[src/rtl/tetris_io_pkg.sv]
// rtl/tetris_io_pkg.sv - shared codes and read-word layout for the button event queue
// Purpose: event codes for the game buttons and bit positions inside the
//          processor-visible read word.
package tetris_io_pkg;

  typedef enum logic [7:0] {
    BTN_LEFT  = 8'd0,
    BTN_RIGHT = 8'd1,
    BTN_ROT   = 8'd2,
    BTN_DROP  = 8'd3
  } btn_code_e;

  localparam int RD_VALID    = 31;
  localparam int RD_OVF      = 30;
  localparam int RD_CODE_MSB = 7;
  localparam int CODE_W      = RD_CODE_MSB + 1;

endpackage

[src/rtl/btn_debounce.sv]
// rtl/btn_debounce.sv - per-button synchronizer, debouncer and press pulse
// Purpose: bring one raw button into the clock domain, accept a level change
//          only after it has been stable long enough, and pulse on acceptance
//          of a press.
// Ports:
//   clk    system clock
//   reset  asynchronous active-low reset
//   btn    raw asynchronous button level, 1 = pressed
//   rise   one-cycle registered pulse when the debounced level goes 0 -> 1
module btn_debounce #(
  parameter int DEBOUNCE_CYCLES = 50000
) (
  input  logic clk,
  input  logic reset,
  input  logic btn,
  output logic rise
);

  localparam int CW = $clog2(DEBOUNCE_CYCLES);
  // The increment that would make the count reach DEBOUNCE_CYCLES-1 is the
  // one that accepts the new level, so compare against one below that.
  localparam logic [CW-1:0] CNT_LAST = CW'(DEBOUNCE_CYCLES - 2);

  logic          sync1;
  logic          sync2;
  logic          level;
  logic [CW-1:0] cnt;

  always_ff @(posedge clk or negedge reset) begin
    if (!reset) begin
      sync1 <= 1'b0;
      sync2 <= 1'b0;
      level <= 1'b0;
      cnt   <= '0;
      rise  <= 1'b0;
    end else begin
      sync1 <= btn;
      sync2 <= sync1;
      rise  <= 1'b0;
      if (sync2 == level) begin
        cnt <= '0;
      end else if (cnt == CNT_LAST) begin
        level <= sync2;
        cnt   <= '0;
        rise  <= sync2;
      end else begin
        cnt <= cnt + 1'b1;
      end
    end
  end

endmodule

[src/rtl/button_event_queue.sv]
// rtl/button_event_queue.sv - debounced button press events queued for processor reads
// Purpose: turn debounced button presses into event codes held in a FIFO that
//          the processor drains one entry per load.
// Ports:
//   clk       system clock
//   reset     asynchronous active-low reset
//   btn_in    raw button levels, 1 = pressed
//   rd_en     one-cycle pop strobe from the load decode
//   rd_data   registered read word {valid, overflow, 22'b0, code[7:0]}
//   empty     FIFO holds no entries
//   full      FIFO holds DEPTH entries
//   overflow  sticky flag: a press was lost
module button_event_queue
  import tetris_io_pkg::*;
#(
  parameter int NUM_BTN         = 4,
  parameter int DEBOUNCE_CYCLES = 50000,
  parameter int DEPTH           = 8
) (
  input  logic               clk,
  input  logic               reset,
  input  logic [NUM_BTN-1:0] btn_in,
  input  logic               rd_en,
  output logic [31:0]        rd_data,
  output logic               empty,
  output logic               full,
  output logic               overflow
);

  localparam int AW = $clog2(DEPTH);

  logic [NUM_BTN-1:0] rise;
  logic [NUM_BTN-1:0] pending;
  logic [NUM_BTN-1:0] sel;
  logic [NUM_BTN-1:0] grant_vec;
  logic [NUM_BTN-1:0] lost;
  logic               found;
  logic               push;
  logic               ovf_event;
  logic [CODE_W-1:0]  grant_idx;
  logic [31:0]        rd_next;

  logic [CODE_W-1:0]  mem [DEPTH];
  logic [AW:0]        wr_ptr;
  logic [AW:0]        rd_ptr;

  for (genvar g = 0; g < NUM_BTN; g++) begin : g_btn
    btn_debounce #(
      .DEBOUNCE_CYCLES(DEBOUNCE_CYCLES)
    ) u_debounce (
      .clk  (clk),
      .reset(reset),
      .btn  (btn_in[g]),
      .rise (rise[g])
    );
  end

  // Pointers carry one extra wrap bit so full and empty are distinguishable.
  assign empty = (wr_ptr == rd_ptr);
  assign full  = (wr_ptr[AW] != rd_ptr[AW]) && (wr_ptr[AW-1:0] == rd_ptr[AW-1:0]);

  // Fixed-priority arbiter: lowest pending index wins one push per cycle.
  always_comb begin
    sel       = '0;
    found     = 1'b0;
    grant_idx = '0;
    for (int i = 0; i < NUM_BTN; i++) begin
      if (pending[i] && !found) begin
        found     = 1'b1;
        grant_idx = CODE_W'(i);
        sel[i]    = 1'b1;
      end
    end
    push      = found && !full;
    grant_vec = {NUM_BTN{push}} & sel;
  end

  // A new press on a button whose earlier press is still waiting (and not
  // being pushed this cycle) cannot be recorded.
  assign lost      = rise & pending & ~grant_vec;
  assign ovf_event = |lost;

  always_comb begin
    rd_next           = '0;
    rd_next[RD_VALID] = !empty;
    rd_next[RD_OVF]   = overflow;
    if (!empty) begin
      rd_next[RD_CODE_MSB:0] = mem[rd_ptr[AW-1:0]];
    end
  end

  always_ff @(posedge clk or negedge reset) begin
    if (!reset) begin
      pending  <= '0;
      overflow <= 1'b0;
      rd_data  <= '0;
      wr_ptr   <= '0;
      rd_ptr   <= '0;
      for (int i = 0; i < DEPTH; i++) begin
        mem[i] <= '0;
      end
    end else begin
      pending <= (pending & ~grant_vec) | rise;

      if (push) begin
        mem[wr_ptr[AW-1:0]] <= grant_idx;
        wr_ptr              <= wr_ptr + 1'b1;
      end

      if (rd_en) begin
        rd_data <= rd_next;
        if (!empty) begin
          rd_ptr <= rd_ptr + 1'b1;
        end
      end

      // A loss in the read cycle re-arms the flag after the read captured it.
      if (ovf_event) begin
        overflow <= 1'b1;
      end else if (rd_en) begin
        overflow <= 1'b0;
      end
    end
  end

endmodule

[config.mk]
export PLATFORM = sky130hd
export DESIGN_NAME = button_event_queue
export DESIGN_NICKNAME = d
export VERILOG_FILES = /design/src/rtl/tetris_io_pkg.sv /design/src/rtl/btn_debounce.sv /design/src/rtl/button_event_queue.sv
export SDC_FILE = /design/constraint.sdc
export NUM_CORES = 1
export LEC_CHECK = 0
export ABC_AREA = 1
export BUFFER_PORTS_ARGS = -buffer_cell sky130_fd_sc_hd__buf_2
export CAP_MARGIN = 20
export CORE_MARGIN = 1.5
export CORE_UTILIZATION = 40
export DETAILED_ROUTE_END_ITERATION = 8
export MAX_ROUTING_LAYER = met4
export PLACE_DENSITY_LB_ADDON = 0.25
export SETUP_SLACK_MARGIN = 0.4
export SYNTH_ARGS = -nofsm -noshare
export SYNTH_HDL_FRONTEND = slang
export SYNTH_SLANG_ARGS = --single-unit
export TNS_END_PERCENT = 20
[constraint.sdc]
create_clock -name clk -period 4.25 [get_ports clk]
set_input_delay 1.0625 -clock clk [delete_from_list [all_inputs] [get_ports clk]]
set_output_delay 1.0625 -clock clk [all_outputs]
set_load 0.01 [all_outputs]
Word level (Yosys, flattened, before mapping):

Cells that the tools add are included.

* register bits: 167
* bits in latches: 0
* bits in writable memories: 0
* memory bits (read-only): 0
* input bits: 7
* output and inout port bits: 35
* logic and storage cells: 119
* memories kept: 0

* $add $sub $neg: 6
* multipliers: 0
* divide/modulo/power cells: 0
* order comparisons: 3
* eq/ne operators: 11
* shifts and indexed selects: 0
* multiplexer cells: 35
* bitwise operators: 13
* reductions and logical operators: 18

Operators by type and width (count)
* 16-bit 2-to-1 mux: 8
* 16-bit by 1-bit adder with 16-bit output, second input constant: 4
* 64-bit bitwise mux: 1
* 16-bit == test, second input constant: 4
* 8-bit 2-to-1 mux: 6
* 8-bit binary-select mux with 3-bit select: 1
* 8-bit demux with 3-bit select: 1
* 1-bit 2-to-1 mux: 18
* 4-bit AND: 4
* 2-bit AND reduction: 5
* 4-bit by 1-bit adder with 4-bit output, second input constant: 2
* 4-bit >= comparator, second input constant: 2
* 3-bit inverter with 4-bit output: 2
* 1-bit logical AND: 6
* 1-bit logical NOT: 5
* 1-bit inverter: 5
* 1-bit == test: 4
* 4-bit == test: 1
* 4-bit by 1-bit < comparator with 1-bit output, second input constant: 1
* 4-bit inverter: 1
* 4-bit bitwise OR: 1
* 4-bit OR reduction: 1
* 3-bit == test: 1
* 2-bit nonzero test: 1
* 1-bit != test: 1

Longest topological paths before layout:

Gate-level depths: netlist (run 1).

* depth in word-level cells: 16
* gate-level depth with buffers: 10
* gate-level depth less buffers: 9

Hierarchy:

Synthesis (run 1) repeated with hierarchy kept, for this count alone.

* cells, all modules: 790
* area, all modules: 6224.7 um^2

Modules (own cells, without submodules)
* btn_debounce: times used 4, cells an instance 136, area an instance 1081.0 um^2, sequential area each 500.5 um^2
* button_event_queue: times used 1, cells an instance 246, area an instance 1900.6 um^2, sequential area each 825.8 um^2

Least setup slack after synthesis (run 1):

No wires, ideal clock.

* path kind: flip-flop to output port
* from: register wr_ptr[0]
* to: output empty
* arrival: 1109 ps
* required time: 3188 ps
* path slack: 2079 ps
* cell stages (with the launch flop): 4
* path buffers: 0
* path through: dfrtp_1 -> xnor2_1 -> nand3_1 -> nor2_1

* longest elaborated chain between the ends: 1

Ends and longest elaborated chain
* start: declaration: line button_event_queue.sv:44 `logic [AW:0] wr_ptr;`
* start signal: assignment: line button_event_queue.sv:107 `wr_ptr <= wr_ptr + 1'b1;`
* 4-bit == test: line button_event_queue.sv:59 `assign empty = (wr_ptr == rd_ptr);`
* end: declaration: line button_event_queue.sv:25 `output logic empty,`

No other way between the ends.

Worst setup path after layout (run 1):

* from: register rd_ptr[0]
* to: output empty

* longest elaborated chain between the ends: 1

Ends and longest elaborated chain
* start: declaration: line button_event_queue.sv:45 `logic [AW:0] rd_ptr;`
* start signal: assignment: line button_event_queue.sv:113 `rd_ptr <= rd_ptr + 1'b1;`
* 4-bit == test: line button_event_queue.sv:59

No other way between the ends.

==> results.md, run 1 <==
* Post-Syn Instances at ~740
* Mapped cell area at 0.005928 sq mm
* Largest regs: g_btn.u_debounce.cnt (64), mem (16)
* Ant diodes at 0
* Hold Slack at between 300 and 400 ps
* HP Start: g_btn[3].u_debounce.sync1
* Slew margin rel. at 51.19%
* WHS Path Cells at 0
* Most Crowded Layer GR: met2
* Via density at around 4.9
* Vert. Die Dim at between 100 and 150 microns
* Place WS at between 1500 and 2000 ps
* CP Capture Type: output port
* CTS buffer count at 17
* CP Cell Sequence: xnor2_1 -> nand3_1 -> nor2_1 -> buf_2
* Synth Warn # at 0
* Mean routed wirelength per cell at about 12 microns
* Hold Path Class: reg -> reg
* Largest net degree at the start of global routing at 56
* Critical R2R Launch: g_btn[2].u_debounce.cnt[2]
* # hold bufs at CTS at 0
* H-Tree Depth at 4
* Total routed wirelength at ~12 mm
* Skew final at approximately 5.7 ps
* Reg with most FFs: g_btn.u_debounce.cnt
* Die Width at between 100 and 150 microns
* Root Driver: clkbuf_16
* CP Class: reg -> out
* Tot GR Track Use at 17.01%
* WP data arrival at around 1800 ps
* Ratio of total power to cell area at ~440 mW/mm^2
* Clock sink count at around 110
* Full die area at roughly 0.016 sq mm
* Setup TNS at 0 ps
* DRT antenna net count at 0
* Final core occ at between 40% and 50%
* Design area at ~0.0067 sq mm
* Placement Cell Area at approximately 0.0061 sq mm
* Total power at just under 3 mW
* DRC errors left at 0
* Setup violators final at 0
* Post_cts resized at 0
* Initial antenna violation count at 0
* Status: complete, no violations
* Inst Count DP at about 940
* IO Port Bufs at 13
* CP required at roughly 3200 ps
* FP Rows at 44
* Filler cells at ~1.4k
* 1st-pass router iterations at 6
* Leak at about 3.2 nW
* Worst path slowest cell: dfrtp_1
* Layout Nets at between 700 and 800
* Slowest stage delay, CP at ~520 ps
* Max reg flops at 64
* Fin. Hold Viols at 0
* Grt met2 use at between 20% and 30%
* Vias at around 4.8k
* Setup bufs post-CTS at 0
* Clock latency on the worst-skew pair at ~420 ps
* CTS tree: built
* Initial core utilization at about two fifths
* Area grow syn2layout at 13.55%
* Slew @ Worst Pin at between 700 and 800 ps
* Initial DRC count at around 350
* Cells on worst reg2reg path at 6
* Seq/Total Area, Yosys at roughly 48%
* Cell Count, Final, Fillers Out at around 970
* #FFs+latches synth at 113
* Period utilization at between 60% and 70%
* Fin. max-slew vios at 0
* RSZ-0062 raised after global routing: false
* Worst Hold End: g_btn[3].u_debounce.sync2
* Maximum vdd drop at roughly 0.00027 V
* R2R Path End: g_btn[2].u_debounce.cnt[15]
* Critical Path Start Type: register
* Crit path max fanout at 13
* Multi-input gate area at 0.002616 sq mm
* First-pass GRT wire length at ~21 mm
* Met1 Track Usage GR at between 20% and 30%
* Most common cell after layout, fill and taps aside: nand2_1
* R2r setup slk at about 2600 ps
* Vias in the first global route at between 4k and 5k
* Final WS setup at 1374 ps
* Core Footprint at around 0.014 sq mm
* Grt ovf at 0
* Final Wtd Congestion at 0.8927
* Fraction of layout cells with a size suffix above 1 at around 7.6%
* Final Critical Period at 2876 ps
* Max Root-Sink Buffers at 2
* Clk slew on worst S/H paths at around 60 ps
* Syn Area/Cell at about 8.0 sq um
* Library cells used by synthesis at 32
* Commonest non-fill, non-tap cells in the layout: 163 x nand2_1, 116 x nor2_1, 113 x dfrtp_1
* Max cap viols at 0
* Register area at between 0.002 and 0.003 sq mm
* IO Pins at 42
* FMAX at 347.7 MHz
* Routing usage on met3 at under 10%
* HPWL after detailed placement at roughly 8.6 mm
## metal layers
metal / vias up / share of wire (%)
li1: 2391 / -
met3: 28 / 4.5
met2: 133 / 46
met5: - / 0
met1: 2240 / 47
met4: 0 / 2.0
## cell families (layout without fill, tap and decap cells)
kind of cell,Yosys count,in the layout,synth area share [%]
buffers and inverters,126,142,9.878
AND/OR/NAND/NOR,418,418,31.15
other,1,28,0.06326
AO/OA/AOI/OAI,39,39,3.630
adder cells (fa/ha/maj),10,10,2.111
flip-flops,113,113,47.70
XOR/XNOR,37,37,5.466
## report_power, final
part           switching, mW  leakage (nW)  internal, mW
clock network          0.528         0.294         0.944
registers             0.0559          1.54          1.12
logic                  0.202          1.37         0.103
total                  0.786          3.21          2.17
## worst max-delay path by stage
stage | cells past startpoint | start | slack [ps] | to
2_1_floorplan | 3 | wr_ptr[0] | 2080 | empty
6_report | 4 | rd_ptr[0] | 1370 | empty
3_3_place_gp | 4 | rd_ptr[0] | 1830 | empty
3_5_place_dp | 4 | rd_ptr[0] | 1800 | empty
4_1_cts | 4 | rd_ptr[0] | 1350 | empty
5_1_grt | 4 | rd_ptr[0] | 1260 | empty
## synth_stat cells
library cell	count	area share (%)
a211oi_1	1	0.13
a21o_1	4	0.51
a21oi_1	13	1.1
a31oi_1	2	0.21
and2_1	1	0.11
buf_4	28	3.5
buf_6	1	0.19
clkbuf_1	2	0.13
conb_1	1	0.063
dfrtp_1	113	48
ha_1	10	2.1
inv_1	92	5.8
inv_2	3	0.19
nand2_1	163	10
nand2_2	2	0.21
nand2_4	1	0.19
nand3_1	61	5.1
nand4_1	17	1.8
nand4_4	1	0.36
nor2_1	116	7.3
nor2_4	3	0.57
nor3_1	36	3.0
nor3_2	2	0.34
nor3b_1	5	0.63
nor4_1	7	0.74
nor4b_1	1	0.15
o21ai_0	15	1.3
o22ai_1	4	0.42
or2_0	1	0.11
or2_2	1	0.11
xnor2_1	6	0.89
xor2_1	31	4.6
## area by class of cell
| class | count | area share [%] |
|---|---|---|
| clock buffers | 18 | 6.524 |
| clock inverters | 14 | 2.658 |
| inverters | 95 | 5.297 |
| multi-input cells | 532 | 38.87 |
| flip-flops and latches | 113 | 42.01 |
| well taps | 184 | 3.420 |
| repair buffers | 15 | 1.227 |
## critical path: cells and delay by family (launching register included)
family / cells / cell delay, ps
and+or+nand+nor: 2 / 340
xor gates and xnor gates: 1 / 360
DFF: 1 / 520
buffers and inverters: 1 / 180
No activity file was read; power rests on OpenSTA's default activity.
==> inputs of run 2 (changes only) <==
==> constraint.sdc (replaced) <==
create_clock -name clk -period 2.6 [get_ports clk]
set_input_delay 0.65 -clock clk [delete_from_list [all_inputs] [get_ports clk]]
set_output_delay 0.65 -clock clk [all_outputs]
set_load 0.01 [all_outputs]
==> run 2 against run 1 <==
Net effect: critical path depth up 2; total power up 69%; via count down 1.3%; cell count up 0.82%; hold slack worse by 150 ps; clock skew down 0.86 ps; non-clock buffer count up 8; first-iteration DRC count down 4.8%; register-to-register slack worse by 1700 ps; sequential power up 61%; wire length down 2.0%.
==> results.md, run 2 (synthesis results as in run 1) <==
* Inst Count DP at approximately 940
* CTS tree: built
* Vert. Die Dim at 124.7 microns
* Fraction of layout cells with a size suffix above 1 at under 10%
* Crit path max fanout at 6
* FP Rows at between 40 and 50
* Die Width at between 100 and 150 microns
* CP Class: reg -> out
* Status: complete, no violations
* R2R Path End: g_btn[3].u_debounce.cnt[14]
* Final WS setup at 468.2 ps
* Final Critical Period at 2132 ps
* Grt ovf at 0
* Period utilization at between 80 and 90%
* Initial DRC count at 336
* Root Driver: clkbuf_16
* Clock sink count at ~110
* Most common cell after layout, fill and taps aside: nand2_1
* Vias at 4732
* Mean routed wirelength per cell at 12.05 microns
* Clk slew on worst S/H paths at around 50 ps
* Place WS at 573.9 ps
* Area grow syn2layout at 15.62%
* Full die area at approximately 0.016 sq mm
* Total routed wirelength at between 10 and 15 mm
* Core Footprint at 0.01448 sq mm
* Ratio of total power to cell area at between 700 and 800 mW/mm^2
* R2r setup slk at just under 900 ps
* Initial core utilization at about two fifths
* WP data arrival at approximately 1500 ps
* Maximum vdd drop at between 0.0004 and 0.0005 V
* Reg with most FFs: g_btn.u_debounce.cnt
* Initial antenna violation count at 0
* DRC errors left at 0
* Via density at 4.834
* Max reg flops at 64
* Ant diodes at 0
* CP required at ~2000 ps
* Max cap viols at 0
* Layout Nets at 799
* 1st-pass router iterations at 5
* FMAX at between 400 and 500 MHz
* Clock latency on the worst-skew pair at between 400 and 500 ps
* Fin. max-slew vios at 0
* Tot GR Track Use at between 10% and 20%
* H-Tree Depth at 4
* IO Port Bufs at 13
* IO Pins at 42
* RSZ-0062 raised after global routing: true
* Setup TNS at 0 ps
* Fin. Hold Viols at 0
* Critical Path Start Type: register
* Hold Path Class: in -> async
* CP Capture Type: output port
* Slew margin rel. at roughly 67%
* Max Root-Sink Buffers at 2
* Leak at approximately 3.3 nW
* HPWL after detailed placement at 8.352 mm
* CTS buffer count at 17
* Largest regs: g_btn.u_debounce.cnt (64), mem (16)
* Vias in the first global route at 4591
* Final Wtd Congestion at between 0.8 and 0.9
* First-pass GRT wire length at just over 20 mm
* Skew final at 4.885 ps
* DRT antenna net count at 0
* Cells on worst reg2reg path at 7
* Slew @ Worst Pin at 491.2 ps
* Commonest non-fill, non-tap cells in the layout: 161 x nand2_1, 115 x nor2_1, 108 x dfrtp_1
* Largest net degree at the start of global routing at roughly 60
* Setup violators final at 0
* Critical R2R Launch: g_btn[3].u_debounce.cnt[1]
* Cell Count, Final, Fillers Out at 979
[run 2: what timing repair did]
item                       CTS  global route
setup endpoints to repair    2             2
pin swaps                    3             1
gates resized for setup      9             3
buffers inserted             7             1
hold buffers                 0             0
hold endpoints to repair     0             0
[run 2: per-layer routing]
layer	track usage, %	routed length (microns)	vias to the layer above
met3	4.811	465	21
met1	21.08	5642	2225
li1	-	-	2393
met4	6.897	229	0
met2	25.57	5458	93
met5	-	0	-
[run 2: worst max-delay path by stage]
stage,start,to,slack (ps),depth (start not counted)
detailed placement,rd_ptr[0],empty,570,4
global route,rd_ptr[1],empty,360,6
finish,rd_ptr[1],empty,470,6
global placement,rd_ptr[0],empty,590,4
floorplan,wr_ptr[0],empty,840,3
CTS,rd_ptr[1],empty,400,6
[run 2: metrics by stage]
stage	util [%]	instance area, sq um	total power [mW]	hold WS [ps]
after global placement	42.31	6126	2.433	335.0
final	47.34	6854	4.996	195.5
after floorplan	-	6030	2.320	331.2
after global routing	47.34	6854	5.217	214.9
after CTS	47.20	6834	5.022	199.5
after detailed placement	42.31	6126	2.444	335.5
[run 2: report_power, final]
group	switching, mW	leakage [nW]	total (mW)	internal (mW)
Clock	0.825	0.294	2.48	1.65
Sequential	0.0582	1.53	1.90	1.84
Combinational	0.399	1.42	0.625	0.226
Total	1.28	3.25	5.00	3.71
[run 2: worst max-delay path, stage by stage (launching register included)]
cell     delay [ps]
dfrtp_2         430
inv_2            90
nand2_1          70
nand2_2         100
nand3_2         100
nor2_4          130
buf_2           140
[run 2: area by class of cell]
| class | count | area, sq um |
|---|---|---|
| Clock inverter | 13 | 183.9 |
| Multi-Input combinational cell | 532 | 2641 |
| Sequential cell | 113 | 2834 |
| Inverter | 95 | 356.6 |
| Timing Repair Buffer | 23 | 155.1 |
| Clock buffer | 19 | 452.9 |
| Tap cell | 184 | 230.2 |
| Fill cell | 1396 | 7625 |
